`config.mk`:
```
export PLATFORM = sky130hd
export DESIGN_NAME = apb_sfr_master_flat
export DESIGN_NICKNAME = d
export VERILOG_FILES = /design/src/rtl/apb_mst_pkg.sv /design/src/rtl/apbif.sv /design/src/rtl/apb_mst_wdog.sv /design/src/rtl/apb_sfr_master.sv /design/src/flat_wrapper.sv
export SDC_FILE = /design/constraint.sdc
export NUM_CORES = 1
export LEC_CHECK = 0
export ABC_AREA = 1
export CAP_MARGIN = 5
export CELL_PAD_IN_SITES_DETAIL_PLACEMENT = 2
export CELL_PAD_IN_SITES_GLOBAL_PLACEMENT = 2
export CORE_MARGIN = 2
export CORE_UTILIZATION = 33
export DETAILED_ROUTE_END_ITERATION = 16
export DONT_BUFFER_PORTS = 1
export MAX_ROUTING_LAYER = met4
export PLACE_DENSITY = 0.9
export SKIP_CTS_REPAIR_TIMING = 1
export SLEW_MARGIN = 20
export SYNTH_ARGS = -nofsm -noshare
export SYNTH_HDL_FRONTEND = slang
export SYNTH_HIERARCHICAL = 1
export SYNTH_SLANG_ARGS = --single-unit
```
`constraint.sdc`:
```
create_clock -name pclk -period 3 [get_ports pclk]
set_input_delay 0.6 -clock pclk [delete_from_list [all_inputs] [get_ports pclk]]
set_output_delay 0.6 -clock pclk [all_outputs]
set_load 0.005 [all_outputs]
```
`src/rtl/apb_mst_pkg.sv`:
```
// Shared types for the APB SFR master: FSM state encoding and the latched command.
package apb_mst_pkg;

  localparam logic [1:0] ST_IDLE   = 2'b00;
  localparam logic [1:0] ST_SETUP  = 2'b01;
  localparam logic [1:0] ST_ACCESS = 2'b10;
  localparam logic [1:0] ST_RESP   = 2'b11;

  typedef enum logic [1:0] {
    IDLE   = ST_IDLE,
    SETUP  = ST_SETUP,
    ACCESS = ST_ACCESS,
    RESP   = ST_RESP
  } apb_mst_st_e;

  // Command field widths; the master's AW/DW parameters must not exceed these.
  localparam int CMD_AW = 12;
  localparam int CMD_DW = 32;
  localparam int CMD_SW = CMD_DW / 8;

  typedef struct packed {
    logic              write;
    logic [CMD_AW-1:0] addr;
    logic [CMD_DW-1:0] wdata;
    logic [CMD_SW-1:0] strb;
    logic [2:0]        prot;
  } apb_cmd_t;

endpackage

```
`src/rtl/apbif.sv`:
```
// APB3/APB4 bus bundle shared by initiators and SFR register blocks.
interface apbif #(
  parameter int PAW = 12,
  parameter int DW  = 32
);
  logic            psel;
  logic            penable;
  logic            pwrite;
  logic [PAW-1:0]  paddr;
  logic [DW-1:0]   pwdata;
  logic [DW/8-1:0] pstrb;
  logic [2:0]      pprot;
  logic            apbactive;
  logic [DW-1:0]   prdata;
  logic            pready;
  logic            pslverr;

  modport master (
    output psel, penable, pwrite, paddr, pwdata, pstrb, pprot, apbactive,
    input  prdata, pready, pslverr
  );

  modport slave (
    input  psel, penable, pwrite, paddr, pwdata, pstrb, pprot, apbactive,
    output prdata, pready, pslverr
  );
endinterface

```
`src/rtl/apb_mst_wdog.sv`:
```
// ACCESS-phase watchdog: counts pready-low cycles and flags expiry on the TMO-th one.
module apb_mst_wdog #(
  parameter int TMO = 256
) (
  input  logic pclk,
  input  logic reset,
  input  logic clr,
  input  logic inc,
  output logic expired
);

  localparam int            CW   = (TMO > 1) ? $clog2(TMO) : 1;
  localparam logic [CW-1:0] LAST = (TMO > 0) ? CW'(TMO - 1) : '0;

  logic [CW-1:0] cnt_q;

  // NOTE: sequential state is always updated with <= so every flop samples pre-edge values.
  always_ff @(posedge pclk) begin
    if (reset || clr) begin
      cnt_q <= '0;
    end else if (inc) begin
      cnt_q <= cnt_q + CW'(1);
    end
  end

  // TMO == 0 ties the watchdog off; a pready in the expiry cycle drops inc and wins.
  assign expired = (TMO != 0) && inc && (cnt_q == LAST);

endmodule

```
`src/rtl/apb_sfr_master.sv`:
```
// Single-outstanding APB initiator: valid/ready command in, APB transfer out, valid/ready response back.
module apb_sfr_master
  import apb_mst_pkg::*;
#(
  parameter int AW  = CMD_AW,
  parameter int DW  = CMD_DW,
  parameter int TMO = 256
) (
  input  logic            pclk,
  input  logic            reset,
  apbif.master            apbmaster,
  input  logic            cmd_valid,
  output logic            cmd_ready,
  input  logic            cmd_write,
  input  logic [AW-1:0]   cmd_addr,
  input  logic [DW-1:0]   cmd_wdata,
  input  logic [DW/8-1:0] cmd_strb,
  input  logic [2:0]      cmd_prot,
  output logic            rsp_valid,
  input  logic            rsp_ready,
  output logic [DW-1:0]   rsp_rdata,
  output logic            rsp_err,
  output logic            rsp_tmo,
  output logic            busy
);

  apb_mst_st_e   state_q;
  apb_cmd_t      cmd_q, cmd_d;
  logic          psel_q, penable_q;
  logic          rsp_valid_q, rsp_err_q, rsp_tmo_q;
  logic [DW-1:0] rsp_rdata_q;
  logic          tmo_expired;

  always_comb begin
    cmd_d       = '0;
    cmd_d.write = cmd_write;
    cmd_d.addr  = CMD_AW'(cmd_addr);
    cmd_d.wdata = CMD_DW'(cmd_wdata);
    cmd_d.strb  = cmd_write ? CMD_SW'(cmd_strb) : '0;
    cmd_d.prot  = cmd_prot;
  end

  apb_mst_wdog #(.TMO(TMO)) u_wdog (
    .pclk    (pclk),
    .reset   (reset),
    .clr     (state_q == SETUP),
    .inc     ((state_q == ACCESS) && !apbmaster.pready),
    .expired (tmo_expired)
  );

  always_ff @(posedge pclk) begin
    if (reset) begin
      state_q     <= IDLE;
      cmd_q       <= '0;
      psel_q      <= 1'b0;
      penable_q   <= 1'b0;
      rsp_valid_q <= 1'b0;
      rsp_rdata_q <= '0;
      rsp_err_q   <= 1'b0;
      rsp_tmo_q   <= 1'b0;
    end else begin
      case (state_q)
        IDLE: begin
          if (cmd_valid) begin
            cmd_q   <= cmd_d;
            psel_q  <= 1'b1;
            state_q <= SETUP;
          end
        end
        SETUP: begin
          penable_q <= 1'b1;
          state_q   <= ACCESS;
        end
        ACCESS: begin
          if (apbmaster.pready) begin
            rsp_rdata_q <= cmd_q.write ? '0 : apbmaster.prdata;
            rsp_err_q   <= apbmaster.pslverr;
            rsp_tmo_q   <= 1'b0;
            rsp_valid_q <= 1'b1;
            psel_q      <= 1'b0;
            penable_q   <= 1'b0;
            state_q     <= RESP;
          end else if (tmo_expired) begin
            rsp_rdata_q <= '0;
            rsp_err_q   <= 1'b1;
            rsp_tmo_q   <= 1'b1;
            rsp_valid_q <= 1'b1;
            psel_q      <= 1'b0;
            penable_q   <= 1'b0;
            state_q     <= RESP;
          end
        end
        RESP: begin
          if (rsp_ready) begin
            rsp_valid_q <= 1'b0;
            state_q     <= IDLE;
          end
        end
      endcase
    end
  end

  // Bus fields come straight from the command latch, so they hold between transfers.
  assign apbmaster.psel      = psel_q;
  assign apbmaster.penable   = penable_q;
  assign apbmaster.apbactive = psel_q;
  assign apbmaster.pwrite    = cmd_q.write;
  assign apbmaster.paddr     = cmd_q.addr[AW-1:0];
  assign apbmaster.pwdata    = cmd_q.wdata[DW-1:0];
  assign apbmaster.pstrb     = cmd_q.strb[DW/8-1:0];
  assign apbmaster.pprot     = cmd_q.prot;

  // NOTE: cmd_ready is gated by reset so every output reads 0 while reset is held.
  assign cmd_ready = (state_q == IDLE) && !reset;
  assign busy      = (state_q != IDLE);
  assign rsp_valid = rsp_valid_q;
  assign rsp_rdata = rsp_rdata_q;
  assign rsp_err   = rsp_err_q;
  assign rsp_tmo   = rsp_tmo_q;

endmodule

```
`src/flat_wrapper.sv`:
```
// flat-port wrapper written by rule: the top's interface ports become plain ports
module apb_sfr_master_flat import apb_mst_pkg::*;
#(
  parameter int AW  = CMD_AW,
  parameter int DW  = CMD_DW,
  parameter int TMO = 256
)
  (pclk, reset, cmd_valid, cmd_ready, cmd_write, cmd_addr, cmd_wdata, cmd_strb, cmd_prot, rsp_valid, rsp_ready, rsp_rdata, rsp_err, rsp_tmo, busy, apbmaster_psel, apbmaster_penable, apbmaster_pwrite, apbmaster_paddr, apbmaster_pwdata, apbmaster_pstrb, apbmaster_pprot, apbmaster_apbactive, apbmaster_prdata, apbmaster_pready, apbmaster_pslverr);
  apbif #(.PAW(12), .DW(DW)) apbmaster_i ();
  input  logic pclk;
  input  logic reset;
  input  logic cmd_valid;
  output logic cmd_ready;
  input  logic cmd_write;
  input  logic [AW-1:0] cmd_addr;
  input  logic [DW-1:0] cmd_wdata;
  input  logic [DW/8-1:0] cmd_strb;
  input  logic [2:0] cmd_prot;
  output logic rsp_valid;
  input  logic rsp_ready;
  output logic [DW-1:0] rsp_rdata;
  output logic rsp_err;
  output logic rsp_tmo;
  output logic busy;
  output wire logic [$bits(apbmaster_i.psel)-1:0] apbmaster_psel;
  output wire logic [$bits(apbmaster_i.penable)-1:0] apbmaster_penable;
  output wire logic [$bits(apbmaster_i.pwrite)-1:0] apbmaster_pwrite;
  output wire logic [$bits(apbmaster_i.paddr)-1:0] apbmaster_paddr;
  output wire logic [$bits(apbmaster_i.pwdata)-1:0] apbmaster_pwdata;
  output wire logic [$bits(apbmaster_i.pstrb)-1:0] apbmaster_pstrb;
  output wire logic [$bits(apbmaster_i.pprot)-1:0] apbmaster_pprot;
  output wire logic [$bits(apbmaster_i.apbactive)-1:0] apbmaster_apbactive;
  input wire logic [$bits(apbmaster_i.prdata)-1:0] apbmaster_prdata;
  input wire logic [$bits(apbmaster_i.pready)-1:0] apbmaster_pready;
  input wire logic [$bits(apbmaster_i.pslverr)-1:0] apbmaster_pslverr;
  assign apbmaster_psel = apbmaster_i.psel;
  assign apbmaster_penable = apbmaster_i.penable;
  assign apbmaster_pwrite = apbmaster_i.pwrite;
  assign apbmaster_paddr = apbmaster_i.paddr;
  assign apbmaster_pwdata = apbmaster_i.pwdata;
  assign apbmaster_pstrb = apbmaster_i.pstrb;
  assign apbmaster_pprot = apbmaster_i.pprot;
  assign apbmaster_apbactive = apbmaster_i.apbactive;
  assign apbmaster_i.prdata = apbmaster_prdata;
  assign apbmaster_i.pready = apbmaster_pready;
  assign apbmaster_i.pslverr = apbmaster_pslverr;
  apb_sfr_master #(.AW(AW), .DW(DW), .TMO(TMO)) u_core (.pclk(pclk), .reset(reset), .apbmaster(apbmaster_i), .cmd_valid(cmd_valid), .cmd_ready(cmd_ready), .cmd_write(cmd_write), .cmd_addr(cmd_addr), .cmd_wdata(cmd_wdata), .cmd_strb(cmd_strb), .cmd_prot(cmd_prot), .rsp_valid(rsp_valid), .rsp_ready(rsp_ready), .rsp_rdata(rsp_rdata), .rsp_err(rsp_err), .rsp_tmo(rsp_tmo), .busy(busy));
endmodule
```
==> run summary <==
* result of the run: completed
* Setup Total Neg Slack: 0 ns
* count of filler cells inserted in the layout: 1,281
* number of DRC violations after detailed routing: 0
* Yosys warning count: 6
* sequential element share of the synthesized area: 0.526
* post-detailed-route count of antenna-violating nets: 0
* count of endpoints failing hold in the final timing report: 0
* width of the die: 111 µm
* final setup skew: 0.00679 ns
* leakage power: 1.74 nW
* number of buffers inserted during clock tree synthesis: 9
* Syn-to-layout area delta: 8.13%
* TritonCTS clock tree: yes
* Tmin final: 2.53 ns
* worst-case headroom to the max-slew limit: 0.492
* reg2reg setup slack: 0.47 ns
* Clock Tree Root: clkbuf_16
* required time of the critical path: 3.28 ns
* number of core rows: 39
* EDFF count, synth: 0
* Post-Syn Area per Cell: 7.95 µm²
* leading area contributor after synthesis: dfxtp_1
* non-filler cells, final: 610
* cell breakdown of the critical path: inv_1, ha_1, inv_2, nor2_1, nand2_1, nor2_4, nand2_1, nor3_1, nor2_4, nor2_8, buf_4, nand3_1, nand2_1
* total net switching power: 1.26 mW
* measured slew at the worst slew-check pin: 0.761 ns
* Die Span Y: 111 µm
* final HPWL from detailed placement: 7650 µm
* sequential share of power: 0.462
* final setup violation count: 0
* share of final-layout standard cells stronger than drive strength 1: 0.0642
* diode count: 0
* fraction of synthesized cell area taken by the top area cell type: 0.526
* commonest cells in the netlist: nor2_1, dfxtp_1, nand2_1
* critical path startpoint category: flop
* Worst Hold Class: in -> reg
* critical path type: reg -> reg
* All-Layer GR Usage: 0.180
* cell at the slowest stage of the critical path: nor2_8
* synth unique cells: 22
* Seq cells post-synth: 99
* deepest clock path buffer count: 2
* CP dominant cell by count: nand2_1
* via count of the first global-routing pass: 3,464
* internal power contribution: 2.54 mW
* placed cell count: 596
* VDD IR-drop max: 0.348 mV
* pin count of the biggest net entering global routing: 53
* synthesized netlist net count: 569
* register clock-pin slew on the reported worst setup and hold paths: 0.06 ns
* Post-Syn Area: 3770 µm²
* net count reported at finish: 559
* initial antenna violation count: 0
* share of total power in the clock network: 0.318
* 1st-iter DRT viols: 117
* dominant register cell in the synthesized netlist: dfxtp_1
* RSZ-0062 raised after global routing: no
* die outline area: 12,300 µm²
* Async S/R FF share, synth: 0
* total count of max-transition violations in the final report: 0
* I/O Pins: 182
* first-pass iteration count of the detailed router: 3
* Area contributors post-synth: dfxtp_1, nor2_1, nand2_1, o21ai_0, nand3_1
* Sw Ratio: 0.332
* Tcrit/Tclk final: 0.844
* wire length of the first global-routing pass: 17,300 µm
* Routed WL: 10,500 µm
* cell with the most instances after synthesis: nor2_1
* largest fanout on the critical path: 31
* maximum clock frequency: 395 MHz
* source-to-sink clock delay at the later pin of the worst-skew pair: 0.34 ns
* crit-path max cell delay: 0.40 ns
* vias after detailed routing: 3,078
* core region area: 11,300 µm²
* Power, Total: 3.80 mW
* grt total ovfl: 0
* Comb pwr share: 0.221
* total power divided by cell area: 933 nW/µm²
* CP arrival: 2.81 ns
* total of buffers placed on input and output ports: 0
* max-capacitance violation count: 0
* via density per instance: 5.05
* DR WL/cell: 17.3 µm
* Initial Util: 0.334
* level count of the clock H-tree: 3
* Num Clock Sinks: 99
* Critical Path Sink Type: flop
* placer congestion estimate: 0.820
* synthesized instance count: 474
-- flip-flops by register name, indices dropped and copies added (netlist names) --
name / count
u_core/apbmaster.pwdata: 32
u_core/apbmaster.pstrb: 4
u_core/apbmaster.pwrite: 1
u_core/u_wdog/cnt_q: 8
u_core/rsp_rdata: 32
u_core/rsp_tmo: 1
u_core/apbmaster.paddr: 12
u_core/apbmaster.penable: 1
u_core/apbmaster.apbactive: 1
u_core/rsp_valid: 1
u_core/state_q: 2
u_core/apbmaster.pprot: 3
u_core/rsp_err: 1
-- cell families (layout without fill, tap and decap cells) --
kind of cell	Yosys count	count (layout)	share of synthesized area
AO/OA/AOI/OAI	70	70	0.0930
adder cells (fa/ha/maj)	5	5	0.0166
buffers and inverters	49	42	0.0800
flip-flops	99	99	0.526
AND/OR/NAND/NOR	251	251	0.285
-- final timing paths --
check	from	endpoint	cells past startpoint
max	u_core/state_q[0]	u_core/rsp_rdata[2]	13
min	reset	u_core/apbmaster.pstrb[3]	1
max reg2reg	u_core/state_q[0]	u_core/rsp_rdata[2]	13
min reg2reg	u_core/rsp_rdata[3]	u_core/rsp_rdata[3]	2
-- per-stage QoR --
step	util	hold slack, ns	area [µm²]	setup slack [ns]
floorplan	-	0.437	3770	0.796
global placement	0.334	0.453	3770	0.631
detailed placement	0.334	0.460	3770	0.465
CTS	0.362	0.307	4080	0.418
global route	0.362	0.308	4080	0.122
finish	0.362	0.332	4080	0.468
-- layout make-up --
cell class	count	area [µm²]	share of cell area
multi-input cells	326	1490	0.364
repair buffers	5	37.5	0.00921
inverters	23	86.3	0.0212
clock buffers	10	229	0.0562
clock inverters	4	76.3	0.0187
flip-flops and latches	99	1980	0.486
well taps	143	179	0.0439
-- critical path, delay by kind of cell (launching register included) --
kind | cells | cell delay (ns)
AND/OR/NAND/NOR | 9 | 1.51
flip-flops | 1 | 0.33
adder cells (fa/ha/maj) | 1 | 0.19
buffers and inverters | 3 | 0.43
-- power by group through the flow --
stage | sequential, mW | combinational (mW) | clock, mW
floorplan | 1.72 | 0.739 | 0
global placement | 1.78 | 0.785 | 0
detailed placement | 1.79 | 0.861 | 0
CTS | 1.76 | 0.863 | 1.26
global route | 1.79 | 0.980 | 1.31
finish | 1.76 | 0.839 | 1.21
-- metal layers --
metal / wire length, µm / share of wire / track usage
met3: 889 / 0.084 / 0.0667
met5: 0 / 0 / -
met4: 110 / 0.010 / 0.0508
met1: 4430 / 0.42 / 0.200
met2: 5120 / 0.49 / 0.303
-- cell usage in the layout, fill, tap and decap left out --
cell | netlist | layout
nor3_1 | 2 | 2
nor2_1 | 103 | 103
dfxtp_1 | 99 | 99
clkinvlp_4 | 0 | 1
nand2_1 | 99 | 99
inv_6 | 0 | 1
bufinv_16 | 0 | 2
clkbuf_1 | 4 | 1
ha_1 | 5 | 5
buf_4 | 1 | 5
a21oi_1 | 16 | 16
o21ai_0 | 48 | 48
nor2_4 | 3 | 3
inv_2 | 4 | 4
nand3_1 | 37 | 37
nand4_1 | 2 | 2
nand3_2 | 1 | 1
nor2_8 | 2 | 2
clkbuf_16 | 0 | 9
nand2_2 | 1 | 1
inv_1 | 19 | 19
o21ai_1 | 6 | 6
nor3_4 | 1 | 1
No activity file was read; power rests on OpenSTA's default activity.
